### config.mk
export PLATFORM = sky130hd
export DESIGN_NAME = pattern_sequencer
export DESIGN_NICKNAME = d
export VERILOG_FILES = /design/src/rtl/video_pkg.sv /design/src/rtl/btn_debounce.sv /design/src/rtl/pattern_sequencer.sv
export SDC_FILE = /design/constraint.sdc
export NUM_CORES = 1
export LEC_CHECK = 0
export BUFFER_PORTS_ARGS = -buffer_cell sky130_fd_sc_hd__buf_2
export CAP_MARGIN = 5
export CELL_PAD_IN_SITES_DETAIL_PLACEMENT = 1
export CELL_PAD_IN_SITES_GLOBAL_PLACEMENT = 1
export CORE_MARGIN = 3
export CORE_UTILIZATION = 40
export DETAILED_ROUTE_END_ITERATION = 8
export PLACE_DENSITY_LB_ADDON = 0.15
export SETUP_SLACK_MARGIN = 0.2
export SYNTH_ARGS = -nofsm -noshare
export SYNTH_HDL_FRONTEND = slang
export SYNTH_SLANG_ARGS = --single-unit
export TNS_END_PERCENT = 50
### constraint.sdc
create_clock -name clk -period 3.6 [get_ports clk]
set_clock_uncertainty 0.1 [all_clocks]
set_input_delay 0.36 -clock clk [delete_from_list [all_inputs] [get_ports clk]]
set_output_delay 0.36 -clock clk [all_outputs]
set_load 0.03 [all_outputs]
### src/rtl/video_pkg.sv
// ---------------------------------------------------------------------------
// video_pkg: shared encodings for the pattern sequencer and pattern generator
// Revision: 1.0
// ---------------------------------------------------------------------------
`default_nettype none

package video_pkg;

  typedef enum logic [1:0] {
    ST_IDLE    = 2'd0,
    ST_PENDING = 2'd1,
    ST_APPLY   = 2'd2
  } seq_state_e;

  typedef enum logic {
    DIR_NEXT = 1'b0,
    DIR_PREV = 1'b1
  } dir_e;

  localparam int NUM_PATTERNS_DEF = 6;
  localparam int SEL_W_DEF        = 4;

endpackage

`default_nettype wire

### src/rtl/btn_debounce.sv
// ---------------------------------------------------------------------------
// btn_debounce: 2-flop synchronizer, stability counter, rising-edge press pulse
// Revision: 1.0
// ---------------------------------------------------------------------------
`default_nettype none

module btn_debounce #(
  parameter int DEBOUNCE = 65536
) (
  input  logic clk,
  input  logic reset,
  input  logic btn_i,
  output logic press_o
);

  localparam int CNT_W = $clog2(DEBOUNCE + 1);

  logic             sync1_q;
  logic             sync2_q;
  logic             level_q;
  logic             press_q;
  logic [CNT_W-1:0] cnt_q;
  logic             flip;

  // The level flips on the DEBOUNCE-th consecutive cycle that disagrees with it
  assign flip = (sync2_q != level_q) && (cnt_q == CNT_W'(DEBOUNCE - 1));

  always_ff @(posedge clk or posedge reset) begin
    if (reset) begin
      sync1_q <= 1'b0;
      sync2_q <= 1'b0;
      level_q <= 1'b0;
      press_q <= 1'b0;
      cnt_q   <= '0;
    end else begin
      sync1_q <= btn_i;
      sync2_q <= sync1_q;
      press_q <= flip & ~level_q;
      if (sync2_q != level_q) begin
        if (flip) begin
          level_q <= ~level_q;
          cnt_q   <= '0;
        end else begin
          cnt_q   <= cnt_q + 1'b1;
        end
      end else begin
        cnt_q <= '0;
      end
    end
  end

  assign press_o = press_q;

endmodule

`default_nettype wire

### src/rtl/pattern_sequencer.sv
// ---------------------------------------------------------------------------
// pattern_sequencer: button-driven test-pattern select, applied at vblank start
// Optional auto-cycle: define PATTERN_SEQUENCER_AUTO_CYCLE_EN
// Revision: 1.0
// ---------------------------------------------------------------------------
`default_nettype none

module pattern_sequencer
  import video_pkg::*;
#(
  parameter int NUM_PATTERNS = NUM_PATTERNS_DEF,
  parameter int SEL_W        = SEL_W_DEF,
  parameter int DEBOUNCE     = 65536,
  parameter int AUTO_FRAMES  = 300
) (
  input  logic             clk,
  input  logic             reset,
  input  logic             btn_next,
  input  logic             btn_prev,
  input  logic             vblank,
  output logic [SEL_W-1:0] pattern_sel,
  output logic             pattern_strobe,
  output logic             pending
);

  localparam logic [SEL_W-1:0] LAST_SEL = SEL_W'(NUM_PATTERNS - 1);

  logic       press_next;
  logic       press_prev;
  logic       btn_req;
  dir_e       btn_dir;
  logic       vblank_d_q;
  logic       vb_rise;
  logic       auto_req;

  seq_state_e       state_q,   state_d;
  dir_e             dir_q,     dir_d;
  logic             relatch_q, relatch_d;
  logic [SEL_W-1:0] sel_q,     sel_d;

  function automatic logic [SEL_W-1:0] step(input logic [SEL_W-1:0] s, input dir_e d);
    if (d == DIR_NEXT) return (s == LAST_SEL) ? '0 : s + 1'b1;
    else               return (s == '0) ? LAST_SEL : s - 1'b1;
  endfunction

  btn_debounce #(.DEBOUNCE(DEBOUNCE)) u_db_next (
    .clk     (clk),
    .reset   (reset),
    .btn_i   (btn_next),
    .press_o (press_next)
  );

  btn_debounce #(.DEBOUNCE(DEBOUNCE)) u_db_prev (
    .clk     (clk),
    .reset   (reset),
    .btn_i   (btn_prev),
    .press_o (press_prev)
  );

  // Simultaneous next+prev cancel each other out
  assign btn_req = press_next ^ press_prev;
  assign btn_dir = press_prev ? DIR_PREV : DIR_NEXT;
  assign vb_rise = vblank & ~vblank_d_q;

`ifdef PATTERN_SEQUENCER_AUTO_CYCLE_EN
  localparam int FCNT_W = $clog2(AUTO_FRAMES + 1);

  logic [FCNT_W-1:0] fcnt_q, fcnt_d;

  // The injected request coincides with vb_rise, so it is applied this blanking
  always_comb begin
    fcnt_d   = fcnt_q;
    auto_req = 1'b0;
    if (press_next | press_prev) begin
      fcnt_d = '0;
    end else if (vb_rise && (state_q == ST_IDLE)) begin
      if (fcnt_q == FCNT_W'(AUTO_FRAMES - 1)) begin
        fcnt_d   = '0;
        auto_req = 1'b1;
      end else begin
        fcnt_d = fcnt_q + 1'b1;
      end
    end
  end

  always_ff @(posedge clk or posedge reset) begin
    if (reset) fcnt_q <= '0;
    else       fcnt_q <= fcnt_d;
  end
`else
  assign auto_req = 1'b0;
`endif

  always_ff @(posedge clk or posedge reset) begin
    if (reset) begin
      state_q    <= ST_IDLE;
      dir_q      <= DIR_NEXT;
      relatch_q  <= 1'b0;
      sel_q      <= '0;
      vblank_d_q <= 1'b0;
    end else begin
      state_q    <= state_d;
      dir_q      <= dir_d;
      relatch_q  <= relatch_d;
      sel_q      <= sel_d;
      vblank_d_q <= vblank;
    end
  end

  always_comb begin
    state_d   = state_q;
    dir_d     = dir_q;
    relatch_d = relatch_q;
    sel_d     = sel_q;
    case (state_q)
      ST_IDLE: begin
        if (auto_req) begin
          sel_d     = step(sel_q, DIR_NEXT);
          relatch_d = 1'b0;
          state_d   = ST_APPLY;
        end else if (btn_req) begin
          dir_d   = btn_dir;
          state_d = ST_PENDING;
        end
      end
      ST_PENDING: begin
        // The old direction is applied; a request in the same cycle waits a frame
        if (vb_rise) begin
          sel_d     = step(sel_q, dir_q);
          relatch_d = btn_req;
          state_d   = ST_APPLY;
        end
        if (btn_req) dir_d = btn_dir;
      end
      ST_APPLY: begin
        if (btn_req) dir_d = btn_dir;
        relatch_d = 1'b0;
        state_d   = (btn_req || relatch_q) ? ST_PENDING : ST_IDLE;
      end
      default: state_d = ST_IDLE;
    endcase
  end

  always_comb begin
    pattern_sel    = sel_q;
    pattern_strobe = (state_q == ST_APPLY);
    pending        = (state_q == ST_PENDING);
  end

endmodule

`default_nettype wire
After elaboration in Yosys (flattened, before gate mapping)
Index checks and enable logic that the tools add are counted.
- flip-flop bits (word level): 51
- input bits: 5
- output and inout bits: 6
- logic and storage cells: 62
- bitwise operators: 7
- equality and inequality tests: 9
- reductions and logical operators: 13
- add/subtract/negate cells: 4
- muxes and demuxes: 14
- operators with widths (kind ; count):
    17-bit two-way mux ; 4
    17-bit by 1-bit adder with 17-bit output, second input constant ; 2
    17-bit by 16-bit == test with 1-bit output, second input constant ; 2
    4-bit two-way mux ; 3
    2-bit AND reduction ; 6
    2-bit one-hot mux with 3 select lines ; 1
    4-bit by 1-bit adder with 4-bit output, second input constant ; 1
    4-bit by 3-bit == test with 1-bit output, second input constant ; 1
    4-bit zero test ; 1
    2-bit two-way mux ; 2
    4-bit by 1-bit subtractor with 4-bit output, second input constant ; 1
    1-bit AND ; 3
    1-bit two-way mux ; 3
    1-bit NOT ; 3
    3-bit OR reduction ; 1
    2-bit by 1-bit == test with 1-bit output, second input constant ; 1
    2-bit == test, second input constant ; 1
    1-bit logical AND ; 2
    2-bit zero test ; 1
    1-bit inequality test ; 2
    2-bit by 1-bit inequality test with 1-bit output, second input constant ; 1
    2-bit inequality test, second input constant ; 1
    1-bit one-hot mux with 2 select lines ; 1
    2-bit nonzero test ; 1
    other kinds (2) ; 2

Longest topological paths before layout
- depth in word-level cells: 4
- mapped depth: 6
- mapped depth without buffers: 5

Modules after synthesis
Synthesis repeated with hierarchy kept, for this count alone.
- cells, all modules: 228
- area, all modules: 2428.6 um^2
- modules (own cells, without submodules) (module ; sequential area each (um^2) ; area an instance (um^2) ; cells an instance ; times used):
    btn_debounce ; 525.5 ; 953.4 ; 89 ; 2
    pattern_sequencer ; 225.2 ; 521.8 ; 50 ; 1

Least setup slack after synthesis
OpenSTA, ideal clock, no wires.
- path type: reg-to-reg
- start point: register u_db_next.cnt_q[0]
- end point: register u_db_next.level_q
- setup time: 0.125 ns
- path buffers: 0
- setup slack: 1.788 ns
- data arrival time: 1.587 ns
- cell stages (with the launch flop): 5
- period minus slack after synthesis: 1.812 ns
- path through: dfrtp_1 -> ha_1 -> nand4_2 -> or4_4 -> mux2_4
- longest elaborated chain between the ends: 3
- RTL lines (item ; RTL line ; RTL):
    start: declaration ; btn_debounce.sv:22 ; logic [CNT_W-1:0] cnt_q;
    start signal: assignment ; btn_debounce.sv:44 ; cnt_q <= cnt_q + 1'b1;
    17-bit by 16-bit == test with 1-bit output ; btn_debounce.sv:26 ; assign flip = (sync2_q != level_q) && (cnt_q == CNT_W'(DEBOUNCE - 1));
    1-bit logical AND ; btn_debounce.sv:26 ;
    2-bit AND reduction (no line) ; - ;
    end signal: assignment ; btn_debounce.sv:41 ; level_q <= ~level_q;
    end: declaration ; btn_debounce.sv:20 ; logic level_q;
No other way between the ends.
A chain may end at the register's enable or synchronous reset.

Worst setup path in the final report
Same ends and word-level chain as after synthesis.

==> out/results.txt <==
status: finished clean
final net count: 248
CP max FO: 6
CTS tree: done
register bit count reported by yosys: 51
Post-route DRC: 0
Die Width: 83.1 um
Post-CTS Setup Repair Bufs: 0
mean post-synth cell area: 10.4 um^2
synthesis warning total: 0
Yosys top cell by area: dfrtp_1
most frequent cells in the layout: 51 x dfrtp_1, 37 x nor2_1, 27 x xnor2_1
worst setup margin: 1670 ps
Adder-Cell Fraction of Synth Area: 1.05%
Critical Path, Cell by Cell: ha_1 -> nand4_2 -> or4_4 -> mux2_4
highest routed layer: met4
Slew headroom: 29.2%
r2r endpoint: u_db_next.level_q
slowest cell delay on critical path: 570 ps
r2r startpoint: u_db_next.cnt_q[0]
Worst Tran Pin Value: 1060 ps
register area: 1280 um^2
Worst Hold Class: in2reg
power per cell area: 390 nW/um^2
Synth Net Count: 236
CP top delay family: simple AND/OR/NAND/NOR gates
Ports: 11
Root Buffer: clkbuf_8
post-synthesis instance area: 2370 um^2
Place WS: 1670 ps
Max Buffers Root-to-Sink: 2
wirelength, routed: 4640 um
post-synth top area share: 53.7%
gpl congestion: 0.713
Final Cycle Share: 53.5%
simple-gate portion of the synthesized area: 23.9%
maxcap violations: 0
via count: 1,651
placed cells: 306
PnR Total Power: 1010 uW
post-synthesis mux area share: 1.53%
met2 wire length: 2140 um
Leak: 0.00108 uW
final core utilization: 46.0%
end of the worst hold path: u_db_next.sync1_q
largest net degree at the start of global routing: 52
vias in the first global route: 1,720
unrepaired setup endpoints after global routing: false
initial antenna violation count: 0
Worst Reg2Reg Path Length in Cells: 4
Layout area overhead: 9.22%
Hold Crit Depth: 1
row count: 27
Final min period: 1930 ps
Crit Path Class: reg2reg
fmax: 0.519 GHz
via density per instance: 5.27
post-synthesis xor/xnor area fraction: 11.8%
gr ovfl total: 0
DP HPWL: 3180 um
cts hold-fix bufs: 0
r2r setup slk: 1670 ps
met3 WL: 113 um
IO Port Bufs: 10
Pins Over Slew Limit: 0
Seq/Total Area, Yosys: 53.7%
average wire per standard cell: 14.8 um
First-pass DRT Iterations: 4
final setup TNS: 0 ps
VDD IR max: 0.281 mV
setup violators final: 0
Area contributors post-synth: dfrtp_1 54%, xnor2_1 10%, nor2_1 5.8%, a21oi_1 2.1%, nor4_1 2.1%
Starting Density: 42.1%
Worst Min Path Start: btn_next
Final Hold Vio Count: 0
Die Ht: 83.1 um
main combinational cell family by area after synthesis: simple AND/OR/NAND/NOR gates
Worst EP required: 3690 ps
die area: 6900 um^2
Finished Layout Cells: 313
fraction of layout cells with a size suffix above 1: 11.6%
global-route wire length before repair: 8250 um
Synth cell types: 39
Compound-Gate Fraction of Synth Area: 5.43%
Diodes inserted: 0
Bufs and invs on worst path: 0
H-Tree Level Count: 2
layout filler cell count: 640
slowest CP cell: or4_4
Post-Route M1 WL: 2330 um
First DRT Iteration DRCs: 57
critical path endpoint category: register
CTS resizes: 0
TritonCTS Buffers: 5
crit start category: register
Tot GR Track Use: 14.5%
WP data arrival: 2020 ps
Worst-path clk slew: 90 ps
Sink Count: 51
multi-input logic area: 1040 um^2
most common cell after layout, fill and taps aside: dfrtp_1
core area: 5640 um^2
Cells after Synth: 229
Routed Antenna Nets: 0
Worst-Skew Late Latency: 300 ps
==> layout make-up <==
class	instances	share of cell area, %
Tap cell	72	3.47
Clock inverter	2	1.45
Clock buffer	5	2.65
Multi-Input combinational cell	164	40.0
Inverter	9	1.30
Timing Repair Buffer	10	1.93
Sequential cell	51	49.2
==> how the worst max path moves through the flow <==
stage | slack, ps | endpoint | startpoint | depth (start not counted)
6_report | 1670 | u_db_next.level_q | u_db_next.cnt_q[0] | 4
3_5_place_dp | 1670 | u_db_next.level_q | u_db_next.cnt_q[0] | 4
3_3_place_gp | 1730 | u_db_next.level_q | u_db_next.cnt_q[0] | 4
4_1_cts | 1660 | u_db_next.level_q | u_db_next.cnt_q[0] | 4
2_1_floorplan | 1790 | u_db_next.level_q | u_db_next.cnt_q[0] | 4
5_1_grt | 1540 | u_db_prev.level_q | u_db_prev.cnt_q[0] | 5
==> registers in the layout, summed over array words and instances, names as in the netlist <==
name,cells
vblank_d_q,1
u_db_prev.press_o,1
u_db_prev.level_q,1
u_db_next.press_o,1
u_db_next.sync2_q,1
u_db_next.cnt_q,17
u_db_next.sync1_q,1
dir_q,1
u_db_next.level_q,1
state_q,2
relatch_q,1
u_db_prev.cnt_q,17
u_db_prev.sync2_q,1
u_db_prev.sync1_q,1
pattern_sel,4
==> synthesized netlist by cell type <==
master     count
a21bo_2        1
inv_1          9
nand3_1        9
nand4_2        2
a21boi_0       1
dfrtp_1       51
a21o_1         1
xor2_1         5
a21oi_1       10
buf_2          1
nand2b_1       3
nor2_1        37
nand3_2        1
nor4_1         8
xnor2_1       27
or3_1          2
and3_1         2
or4_4          1
o21ai_0        9
nand2_1       12
nand3_4        1
and4_1         1
mux2_4         1
ha_1           2
nand4_1        6
nor3_1         8
or3_4          1
nor4b_1        1
nor3b_1        2
nand3b_1       2
nand2_4        1
mux2i_1        1
o221ai_1       1
nor2b_1        2
nand4b_1       1
buf_6          1
nand4bb_1      1
mux2_2         1
clkbuf_1       3
==> metal layers <==
layer,GRT usage (%),up-vias
li1,-,805
met1,20.0,822
met2,22.7,19
met3,3.17,5
met4,4.90,0
met5,0,-
==> kinds of logic after synthesis <==
kind of cell,count (synthesis)
buffers and inverters,14
AND/OR/NAND/NOR,104
XOR/XNOR,32
adder cells (fa/ha/maj),2
AO/OA/AOI/OAI,23
multiplexers,3
flip-flops,51
==> through the flow <==
step,instance area (um^2),hold WS (ps)
2_1_floorplan,2370,231
3_3_place_gp,2490,235
3_5_place_dp,2490,244
4_1_cts,2590,52.0
5_1_grt,2590,47.6
6_report,2590,60.8
==> report_power, final <==
group	internal [uW]	total [uW]	switching [uW]	leakage (uW)
sequential	581	588	7.54	0.000691
combinational	9.06	32.5	23.5	0.000335
clock	203	390	186	0.0000502
total	793	1010	217	0.00108
(Power assumes the default switching activity.)
